File: src/rtl/muldiv_unit.sv
// muldiv_unit: iterative integer multiply/divide unit (RISC-V M-extension ops).
// One operand bit is processed per CALC cycle. Multiply uses shift-add and
// divide uses restoring shift-subtract. Sign correction is applied on exit.
// Ports:
//   clk, reset_n             clock, asynchronous active-low reset
//   in_valid / in_ready      request handshake (SrcA, SrcB, Operation)
//   kill                     synchronous abort, highest priority
//   out_valid / out_ready    result handshake (ALUResult)
//   busy                     high whenever the unit is not IDLE
module muldiv_unit #(
    parameter int unsigned DATA_WIDTH = 32,
    parameter int unsigned OP_WIDTH   = 3
) (
    input  logic                  clk,
    input  logic                  reset_n,
    input  logic                  in_valid,
    output logic                  in_ready,
    input  logic [DATA_WIDTH-1:0] SrcA,
    input  logic [DATA_WIDTH-1:0] SrcB,
    input  logic [OP_WIDTH-1:0]   Operation,
    input  logic                  kill,
    output logic                  out_valid,
    input  logic                  out_ready,
    output logic [DATA_WIDTH-1:0] ALUResult,
    output logic                  busy
);

    localparam int unsigned W  = DATA_WIDTH;
    localparam int unsigned PW = 2 * DATA_WIDTH;
    localparam int unsigned CW = $clog2(DATA_WIDTH);

    localparam logic [OP_WIDTH-1:0] OP_MUL    = OP_WIDTH'(0);
    localparam logic [OP_WIDTH-1:0] OP_MULH   = OP_WIDTH'(1);
    localparam logic [OP_WIDTH-1:0] OP_MULHSU = OP_WIDTH'(2);
    localparam logic [OP_WIDTH-1:0] OP_MULHU  = OP_WIDTH'(3);
    localparam logic [OP_WIDTH-1:0] OP_DIV    = OP_WIDTH'(4);
    localparam logic [OP_WIDTH-1:0] OP_DIVU   = OP_WIDTH'(5);
    localparam logic [OP_WIDTH-1:0] OP_REM    = OP_WIDTH'(6);
    localparam logic [OP_WIDTH-1:0] OP_REMU   = OP_WIDTH'(7);

    typedef enum logic [1:0] {
        IDLE = 2'd0,
        CALC = 2'd1,
        DONE = 2'd2
    } state_e;

    state_e                state_q, state_d;
    logic [CW-1:0]         cnt_q, cnt_d;
    logic [OP_WIDTH-1:0]   op_q, op_d;
    logic                  a_neg_q, a_neg_d;
    logic                  b_neg_q, b_neg_d;
    logic [W-1:0]          a_mag_q, a_mag_d;
    logic [W-1:0]          b_mag_q, b_mag_d;
    logic [PW-1:0]         acc_q, acc_d;
    logic [W-1:0]          quot_q, quot_d;
    logic [W-1:0]          rem_q, rem_d;
    logic [W-1:0]          result_q, result_d;

    // Request decode: signedness, magnitudes and the two bypass cases
    logic                  in_is_div, in_is_rem;
    logic                  in_a_signed, in_b_signed;
    logic                  in_a_neg, in_b_neg;
    logic [W-1:0]          in_a_mag, in_b_mag;
    logic                  in_div0, in_ovf, in_bypass;
    logic [W-1:0]          in_bypass_res;

    always_comb begin
        in_is_div   = (Operation == OP_DIV) || (Operation == OP_DIVU) ||
                      (Operation == OP_REM) || (Operation == OP_REMU);
        in_is_rem   = (Operation == OP_REM) || (Operation == OP_REMU);
        in_a_signed = (Operation == OP_MULH) || (Operation == OP_MULHSU) ||
                      (Operation == OP_DIV)  || (Operation == OP_REM);
        in_b_signed = (Operation == OP_MULH) || (Operation == OP_DIV) ||
                      (Operation == OP_REM);
        in_a_neg    = in_a_signed && SrcA[W-1];
        in_b_neg    = in_b_signed && SrcB[W-1];
        in_a_mag    = in_a_neg ? W'(-SrcA) : SrcA;
        in_b_mag    = in_b_neg ? W'(-SrcB) : SrcB;
        in_div0     = in_is_div && (SrcB == '0);
        in_ovf      = ((Operation == OP_DIV) || (Operation == OP_REM)) &&
                      (SrcA == {1'b1, {(W-1){1'b0}}}) && (SrcB == '1);
        in_bypass   = in_div0 || in_ovf;
        if (in_div0) begin
            in_bypass_res = in_is_rem ? SrcA : '1;
        end else begin
            in_bypass_res = in_is_rem ? '0 : SrcA;
        end
    end

    // One iteration step of each datapath, plus sign-corrected final results
    logic                  op_is_mul;
    logic [W-1:0]          mul_add;
    logic [W:0]            mul_sum;
    logic [PW-1:0]         acc_step;
    logic [W:0]            div_trial;
    logic                  div_fits;
    logic [W-1:0]          div_diff;
    logic [W-1:0]          rem_step, quot_step;
    logic [PW-1:0]         prod_fin;
    logic [W-1:0]          quot_fin, rem_fin, calc_res;
    logic                  unused_acc_lsb;

    assign unused_acc_lsb = acc_q[0];

    always_comb begin
        op_is_mul = (op_q == OP_MUL) || (op_q == OP_MULH) ||
                    (op_q == OP_MULHSU) || (op_q == OP_MULHU);
        // Multiplier LSB gates the add into the upper half, then shift right
        mul_add   = b_mag_q[0] ? a_mag_q : '0;
        mul_sum   = {1'b0, acc_q[PW-1:W]} + {1'b0, mul_add};
        acc_step  = {mul_sum, acc_q[W-1:1]};
        // Dividend bits stream out of quot_q MSB-first into the partial remainder
        div_trial = {rem_q, quot_q[W-1]};
        div_fits  = div_trial >= {1'b0, b_mag_q};
        div_diff  = div_trial[W-1:0] - b_mag_q;
        rem_step  = div_fits ? div_diff : div_trial[W-1:0];
        quot_step = {quot_q[W-2:0], div_fits};

        prod_fin  = (a_neg_q ^ b_neg_q) ? PW'(-acc_step) : acc_step;
        quot_fin  = (a_neg_q ^ b_neg_q) ? W'(-quot_step) : quot_step;
        rem_fin   = a_neg_q ? W'(-rem_step) : rem_step;

        if (op_q == OP_MUL) begin
            calc_res = prod_fin[W-1:0];
        end else if (op_is_mul) begin
            calc_res = prod_fin[PW-1:W];
        end else if ((op_q == OP_REM) || (op_q == OP_REMU)) begin
            calc_res = rem_fin;
        end else begin
            calc_res = quot_fin;
        end
    end

    // Next-state and datapath register updates
    always_comb begin
        state_d  = state_q;
        cnt_d    = cnt_q;
        op_d     = op_q;
        a_neg_d  = a_neg_q;
        b_neg_d  = b_neg_q;
        a_mag_d  = a_mag_q;
        b_mag_d  = b_mag_q;
        acc_d    = acc_q;
        quot_d   = quot_q;
        rem_d    = rem_q;
        result_d = result_q;

        unique case (state_q)
            IDLE: begin
                if (in_valid && !kill) begin
                    op_d    = Operation;
                    a_neg_d = in_a_neg;
                    b_neg_d = in_b_neg;
                    a_mag_d = in_a_mag;
                    b_mag_d = in_b_mag;
                    acc_d   = '0;
                    quot_d  = in_a_mag;
                    rem_d   = '0;
                    cnt_d   = CW'(W - 1);
                    if (in_bypass) begin
                        state_d  = DONE;
                        result_d = in_bypass_res;
                    end else begin
                        state_d  = CALC;
                    end
                end
            end
            CALC: begin
                cnt_d = cnt_q - CW'(1);
                if (op_is_mul) begin
                    acc_d   = acc_step;
                    b_mag_d = b_mag_q >> 1;
                end else begin
                    quot_d  = quot_step;
                    rem_d   = rem_step;
                end
                if (cnt_q == '0) begin
                    cnt_d    = '0;
                    state_d  = DONE;
                    result_d = calc_res;
                end
            end
            DONE: begin
                if (out_ready) begin
                    state_d  = IDLE;
                    result_d = '0;
                end
            end
            default: begin
                state_d  = IDLE;
                result_d = '0;
            end
        endcase

        // Abort wins over acceptance and over the output handshake
        if (kill) begin
            state_d  = IDLE;
            result_d = '0;
        end
    end

    // State and datapath registers
    always_ff @(posedge clk or negedge reset_n) begin
        if (!reset_n) begin
            state_q  <= IDLE;
            cnt_q    <= '0;
            op_q     <= '0;
            a_neg_q  <= 1'b0;
            b_neg_q  <= 1'b0;
            a_mag_q  <= '0;
            b_mag_q  <= '0;
            acc_q    <= '0;
            quot_q   <= '0;
            rem_q    <= '0;
            result_q <= '0;
        end else begin
            state_q  <= state_d;
            cnt_q    <= cnt_d;
            op_q     <= op_d;
            a_neg_q  <= a_neg_d;
            b_neg_q  <= b_neg_d;
            a_mag_q  <= a_mag_d;
            b_mag_q  <= b_mag_d;
            acc_q    <= acc_d;
            quot_q   <= quot_d;
            rem_q    <= rem_d;
            result_q <= result_d;
        end
    end

    // Status decodes straight from the state register; result is zero outside DONE
    assign in_ready  = (state_q == IDLE);
    assign busy      = (state_q != IDLE);
    assign out_valid = (state_q == DONE);
    assign ALUResult = result_q;

endmodule
File: config.mk
export PLATFORM = sky130hd
export DESIGN_NAME = muldiv_unit
export DESIGN_NICKNAME = d
export VERILOG_FILES = /design/src/rtl/muldiv_unit.sv
export SDC_FILE = /design/constraint.sdc
export NUM_CORES = 1
export LEC_CHECK = 0
export BUFFER_PORTS_ARGS = -buffer_cell sky130_fd_sc_hd__buf_2
export CAP_MARGIN = 5
export CORE_MARGIN = 3
export CORE_UTILIZATION = 47
export CTS_CLUSTER_SIZE = 20
export DETAILED_ROUTE_END_ITERATION = 7
export SLEW_MARGIN = 30
export SYNTH_ARGS = -nofsm -noshare
export SYNTH_HDL_FRONTEND = slang
export SYNTH_SLANG_ARGS = --single-unit
export TNS_END_PERCENT = 5
File: constraint.sdc
create_clock -name clk -period 13.2 [get_ports clk]
set_clock_uncertainty 0.15 [all_clocks]
set_input_delay 0.66 -clock clk [delete_from_list [all_inputs] [get_ports clk]]
set_output_delay 0.66 -clock clk [all_outputs]
set_load 0.03 [all_outputs]
==> results of run 1 <==
-- synth_stat cells (28+ instances only) --
library cell,count,area (µm²)
nand2_1,324,1216
o21ai_0,312,1562
a21oi_1,259,1296
dfrtp_1,235,5881
nor2_1,209,784.5
clkbuf_1,141,529.3
xnor2_1,112,980.9
xor2_1,103,902.1
nand3_1,72,360.4
ha_1,71,888.4
inv_1,69,259.0
nor3_1,48,240.2
o31ai_1,45,337.8
and2_1,39,244.0
or3_1,36,225.2
nand4_1,30,187.7
mux2i_1,29,290.3
nor4_1,28,175.2
-- placed cells by master (no fill, tap or decap), types with 20 or more instances in the layout --
cell         n
inv_1       69
or3_1       36
nand4_1     30
buf_4       28
dfrtp_1    235
buf_2      105
xnor2_1    111
a21oi_1    259
and2_1      39
nor4_1      27
nand2_1    321
o31ai_1     44
nor3_1      47
o211ai_1    26
mux2i_1     29
nand3_1     72
clkbuf_16   31
xor2_1     102
ha_1        71
or4_1       20
nor2_1     207
o21ai_0    312
-- worst max-delay path by stage --
stage / from / cells past startpoint / end / slack (ns)
global placement: rem_q[3]$_DFFE_PN0P_ / 17 / ALUResult[28]$_DFFE_PN0P_ / 7.91
CTS: b_mag_q[19]$_DFFE_PN0P_ / 19 / ALUResult[26]$_DFFE_PN0P_ / 7.66
floorplan: rem_q[3]$_DFFE_PN0P_ / 19 / ALUResult[28]$_DFFE_PN0P_ / 8.07
finish: rem_q[18]$_DFFE_PN0P_ / 18 / ALUResult[26]$_DFFE_PN0P_ / 7.50
global route: b_mag_q[19]$_DFFE_PN0P_ / 19 / ALUResult[28]$_DFFE_PN0P_ / 7.19
detailed placement: b_mag_q[19]$_DFFE_PN0P_ / 19 / ALUResult[26]$_DFFE_PN0P_ / 7.71
-- sequential cells by signal, indices dropped and copies added (netlist names) --
| name | cells |
|---|---|
| state_q | 2 |
| quot_q | 32 |
| rem_q | 32 |
| b_neg_q | 1 |
| a_mag_q | 32 |
| acc_q | 63 |
| ALUResult | 32 |
| a_neg_q | 1 |
| op_q | 3 |
| cnt_q | 5 |
| b_mag_q | 32 |
-- cell type report --
type	instances	area, µm²
multi-input combinational	2088	12740
clock buffer	37	828.3
fill	3951	18750
tap	525	656.9
antenna	2	5.005
timing repair buffer	137	808.3
inverter	71	266.5
sequential	235	5881
clock inverter	20	256.5
-- cell families (layout without fill, tap and decap cells) --
group                    Yosys count  after routing  share of synthesized area [%]
AO/OA/AOI/OAI                    871            871                          27.05
XOR/XNOR                         215            215                          9.722
adder cells (fa/ha/maj)           73             73                          4.793
buffers and inverters            225            265                          4.386
flip-flops                       235            235                          30.36
multiplexers                      31             31                          1.615
other                              0              2                              0
AND/OR/NAND/NOR                  898            898                          22.07
-- through the flow --
stage	hold WS [ns]	power (mW)	instance area, µm²	worst slack, ns	instances
floorplan	0.2144	3.051	19370	8.066	2548
global placement	0.3105	3.935	20300	7.909	3054
detailed placement	0.3162	3.940	20310	7.711	3054
CTS	0.1976	4.875	21400	7.662	3112
global route	0.2504	5.248	21430	7.191	3113
finish	0.2283	4.940	21440	7.504	3115
-- tightest hold or removal path: stages --
cell and delay [ns]:
buf_2 0.14, nand2_1 0.07, nand2_1 0.06
-- metal layers --
metal	routed length, µm	track usage, %	up-vias
met3	5656	4.038	205
met2	34510	54.23	876
met1	30400	43.59	9520
met5	0	0	-
met4	4457	15.75	0
li1	-	-	9244
-- report_power, final --
part	switching, mW	internal, mW	total (mW)
combinational	1.97	0.999	2.97
sequential	0.170	0.890	1.06
clock	0.369	0.547	0.916
==> results.md, run 1 <==
- Routed WL per cell: 24.09 µm
- Postcts setup bufs: 0
- Area Growth Syn to Fin: 10.69%
- Critical path launch point type: flip-flop
- Largest net degree at the start of global routing: 164
- Antenna viol nets, final: 0
- Reg clk slew, reported paths: ~0.06 ns
- Post-synthesis cell type count: between 80 and 90
- FP Rows: 73
- Worst endpoint data arrival time: 6.00 ns
- Pins over their slew limit: 0
- Cts repair resizes: 0
- Die height: 209 µm
- Slew HR: 39.30%
- Total grt overflow: 0
- Post-synth EDFFs: 0
- I/O Buffers: 106
- Clk_lat worst skew: 0.61 ns
- Num Clock Sinks: approximately 240
- Slowest stage delay, CP: 0.50 ns
- RSZ-0062 raised after global routing: false
- Data required time of the critical path: 13.50 ns
- Fin crit share: 43.15%
- Slowest CP cell: o21ai_0
- Worst hold path stage count: 3
- Layout cells sized above 1: 9.119%
- Initial cell density of the core: about half
- CTS Root Cell: clkbuf_16
- Num CTS Buffers: 31
- HP Class: input port to flip-flop
- Buf/Inv on CP: 2
- Status: completed
- Synth Register Bits: 235
- Maxcap violations: 0
- Static Leakage: 9.073 nW
- Util after Layout: 53.35%
- FF-to-FF setup slack: 7.50 ns
- CP max FO: 42
- RD Place Congestion: 0.9870
- Worst r2r dst: ALUResult[26]$_DFFE_PN0P_
- First-pass GRT wire length: 113.8 mm
- Post-synth ARST share: 100.0%
- Cts hold-fix bufs: 1
- Mapped Cells: 2548
- Initial antenna violation count: 1
- Syn Std Cell Area: about 19000 µm²
- Routed vias: slightly below 20k
- CTS tree: yes
- Fin crit period: 5.696 ns
- Ports: 107
- FMAX: 0.1756 GHz
- Primary FF master, synth: dfrtp_1
- Delay-heaviest family, CP: compound AO/OA/AOI/OAI gates
- Setup Crit Path Kind: flip-flop to flip-flop
- Max VDD drop: 0.1250 mV
- Longest Clk Path Bufs: 3
- Die area: approximately 44000 µm²
- Final setup viols: 0
- Ys Warns: 0
- Vias in the first global route: 18.79k
- FF-to-FF path depth: 18
- Final hold vios: 0
- Worst-margin pin slew: 0.9105 ns
- Setup_tns: 0 ns
- Die extent in x: 209 µm
- Syn_nets: 2693
- Pre-Repair DR Iteration Count: 6
- Setup crit end kind: flip-flop
- Residual DRC: 0
- PD cells: roughly 230 nW/µm²
- H-tree level count: 1
- Syn_area_per_cell: roughly 7.6 µm²
- Initial DRC Count: approximately 2.0k
- Register area share after synthesis: a little over 30%
- Via density: 6.371
- Worst R2R Start: rem_q[18]$_DFFE_PN0P_
- Hold Path Sink: op_q[0]$_DFFE_PN0P_
- Core area: 40190 µm²
- GRT Total Usage: 33.09%
- Nets: 2709
- Hold Crit Start: Operation[0]
- HPWL Detailed: 56.09 mm
- Final wirelength: 75.03 mm
- CP cell instances: ha_1 > nand2_1 > o21ai_0 > a21oi_1 > o211a_1 > nand2_1 > buf_4 > nand2_1 > o21ai_0 > ha_1 > inv_1 > nor4_1 > o211ai_1 > or2_2 > o21ai_0 > xor2_1 > o221ai_1 > o311ai_1
No activity file was read; power rests on OpenSTA's default activity.
==> run 2: changes to the inputs <==
- ABC_AREA: not set -> 1
- clock period: 13.2 -> 5.91 ns (I/O delays scaled with it)
==> results.md, run 2 <==
- Post-synth top cells: nand2_1, inv_1, o21ai_0 (was nand2_1, o21ai_0, a21oi_1)
- Final wirelength: 83.27 mm (was 75.03 mm)
- Die extent in x: 215.2 µm (was 209 µm)
- Slowest stage delay, CP: 0.52 ns (was 0.50 ns)
- Status: completed (unchanged)
- Most frequent cells in the layout: nand2_1, inv_1, o21ai_0, nor2_1, dfrtp_1 (was nand2_1, o21ai_0, a21oi_1, dfrtp_1, nor2_1)
- Final Worst Setup Slack: 0.5315 ns (was 7.504 ns)
- Nets: 3505 (was 2709)
- Clk_lat worst skew: 0.62 ns (was 0.61 ns)
- Largest net degree at the start of global routing: 147 (was 164)
- Syn_area_per_cell: 6.267 µm² (was 7.601 µm²)
- Finished Layout Cells: 3970 (was 3115)
- Top reg by flops: acc_q (unchanged)
- Syn Std Cell Area: 20560 µm² (was 19370 µm²)
- Met3 GRT Util: 8.484% (was 4.038%)
- Data required time of the critical path: 6.27 ns (was 13.50 ns)
- HP Class: input port to flip-flop (unchanged)
- Hold WS: 0.03165 ns (was 0.2283 ns)
- Busiest grt layer: met1 (was met2)
- Fin crit period: 5.378 ns (was 5.696 ns)
- Slowest CP cell: nor3_1 (was o21ai_0)
- Commonest non-fill, non-tap cell in the layout: nand2_1 (unchanged)
- Initial DRC Count: 2948 (was 1994)
- Num Clock Sinks: 235 (unchanged)
- Post-synthesis cell type count: 56 (was 81)
- Antenna viol nets, final: 0 (unchanged)
- I/O Buffers: 106 (unchanged)
- Pins over their slew limit: 0 (unchanged)
- Num CTS Buffers: 31 (unchanged)
- H-tree level count: 1 (unchanged)
- Layout cells sized above 1: 8.067% (was 9.119%)
- Pre-Repair DR Iteration Count: 7 (was 6)
- Ports: 107 (unchanged)
- Routing usage on met2: 51.09% (was 54.23%)
- Syn_nets: 3426 (was 2693)
- CP max FO: 18 (was 42)
- GRT Total Usage: 34.96% (was 33.09%)
- Cts repair resizes: 0 (unchanged)
- FP Rows: 76 (was 73)
- CTS tree: yes (unchanged)
- Routed WL per cell: 20.97 µm (was 24.09 µm)
- RD Place Congestion: 0.9875 (was 0.9870)
- Via density: 5.829 (was 6.371)
- Routed vias: 23.14k (was 19.85k)
- Setup crit end kind: flip-flop (unchanged)
- Reg clk slew, reported paths: 0.06 ns (about the same)
- Core area: 43170 µm² (was 40190 µm²)
- Ys Warns: 0 (unchanged)
- Mapped Cells: 3281 (was 2548)
- Die height: 215.2 µm (was 209 µm)
- Postcts setup bufs: 0 (unchanged)
- Longest Clk Path Bufs: 3 (unchanged)
- Initial cell density of the core: 47.63% (was 48.19%)
- RSZ-0062 raised after global routing: false (unchanged)
- Area leader, netlist: dfrtp_1 (unchanged)
- Setup Crit Path Kind: flip-flop to flip-flop (unchanged)
- Synth Register Bits: 235 (unchanged)
- Worst-margin pin slew: 1.056 ns (was 0.9105 ns)
- Dpl cells: 3878 (was 3054)
- Register area share after synthesis: 28.60% (was 30.36%)
- Final setup viols: 0 (unchanged)
- Area Growth Syn to Fin: 11.93% (was 10.69%)
- Initial antenna violation count: 3 (was 1)
- HPWL Detailed: 64.39 mm (was 56.09 mm)
- Top-count cell post-synth: nand2_1 (unchanged)
- Vias in the first global route: 21.30k (was 18.79k)
- Die area: 46300 µm² (was 43680 µm²)
- Post-synth ARST share: 100.0% (unchanged)
- Critical path launch point type: flip-flop (unchanged)
- M1 GR Usage: 52.24% (was 43.59%)
- Synth area leaders: dfrtp_1, nand2_1, o21ai_0 (was dfrtp_1, o21ai_0, a21oi_1)
- Worst endpoint data arrival time: 5.74 ns (was 6.00 ns)
- Worst slack at placement: 0.7708 ns (was 7.711 ns)
- CTS Root Cell: clkbuf_16 (unchanged)
- Yosys top cell area share: 28.60% (was 30.36%)
- Slew HR: 29.60% (was 39.30%)
- Primary FF master, synth: dfrtp_1 (unchanged)
- Total grt overflow: 0 (unchanged)
- Post-synth EDFFs: 0 (unchanged)
- Fin crit share: 91.01% (was 43.15%)
- Maxcap violations: 0 (unchanged)
- Cts hold-fix bufs: 34 (was 1)
- Residual DRC: 0 (unchanged)
- Final hold vios: 0 (unchanged)
- Setup_tns: 0 ns (unchanged)
- FMAX: 0.1859 GHz (was 0.1756 GHz)
- First-pass GRT wire length: 127.4 mm (was 113.8 mm)
- Largest register FFs: 63 (unchanged)
- CP most frequent cell: nand2_1
## run 2: kinds of logic after synthesis
group | count (synthesis) | synth area share [%]
XOR/XNOR | 105 | 4.472
adder cells (fa/ha/maj) | 73 | 4.515
AO/OA/AOI/OAI | 735 | 19.60
buffers and inverters | 538 | 10.08
AND/OR/NAND/NOR | 1595 | 32.74
flip-flops | 235 | 28.60
## run 2: through the flow
stage / area, µm² / util (%)
floorplan: 20560 / -
global placement: 21590 / 50.01
detailed placement: 21590 / 50.01
CTS: 23010 / 53.31
global route: 23010 / 53.31
finish: 23020 / 53.32
## run 2: cell type report
type                    instances  area, µm²
clock inverters                15      175.2
fillers                      4539      20150
well taps                     585      732.0
multi-input cells            2508      12650
clock buffers                  42      907.1
diodes                          1      2.502
repair buffers                169       1111
flip-flops and latches        235       5881
inverters                     415       1560
## run 2: final timing paths
| kind | slack, ns | cells after the start | start | to |
|---|---|---|---|---|
| hold / removal | 0.03 | 5 | SrcA[19] | ALUResult[19]$_DFFE_PN0P_ |
| hold reg to reg | 0.33 | 2 | ALUResult[3]$_DFFE_PN0P_ | ALUResult[3]$_DFFE_PN0P_ |
| max in group asynchronous | 4.08 | 3 | reset_n | a_mag_q[13]$_DFFE_PN0P_ |
| min in group asynchronous | 0.11 | 2 | reset_n | b_mag_q[9]$_DFFE_PN0P_ |
| setup / recovery | 0.53 | 29 | b_mag_q[20]$_DFFE_PN0P_ | ALUResult[26]$_DFFE_PN0P_ |
| setup reg to reg | 0.53 | 29 | b_mag_q[20]$_DFFE_PN0P_ | ALUResult[26]$_DFFE_PN0P_ |
## run 2: routing by layer
metal / vias up / wire length [µm]
li1: 10940 / -
met1: 10910 / 37860
met2: 1165 / 34150
met3: 130 / 9131
met4: 4 / 2104
met5: - / 17
## run 2: worst max-delay path, delay by kind of cell, from the launching register on
kind                       cells  cell delay (ns)
buffers and inverters          2             0.31
adders and majority gates      2             0.59
DFF                            1             0.35
and+or+nand+nor               21             2.82
AOI/OAI and AO/OA              3             0.85
xor gates and xnor gates       1             0.17
Power of run 2 is left out: the tool's default activity adds up to more than one toggle a clock period on the data nets, which glitch-free logic cannot reach.
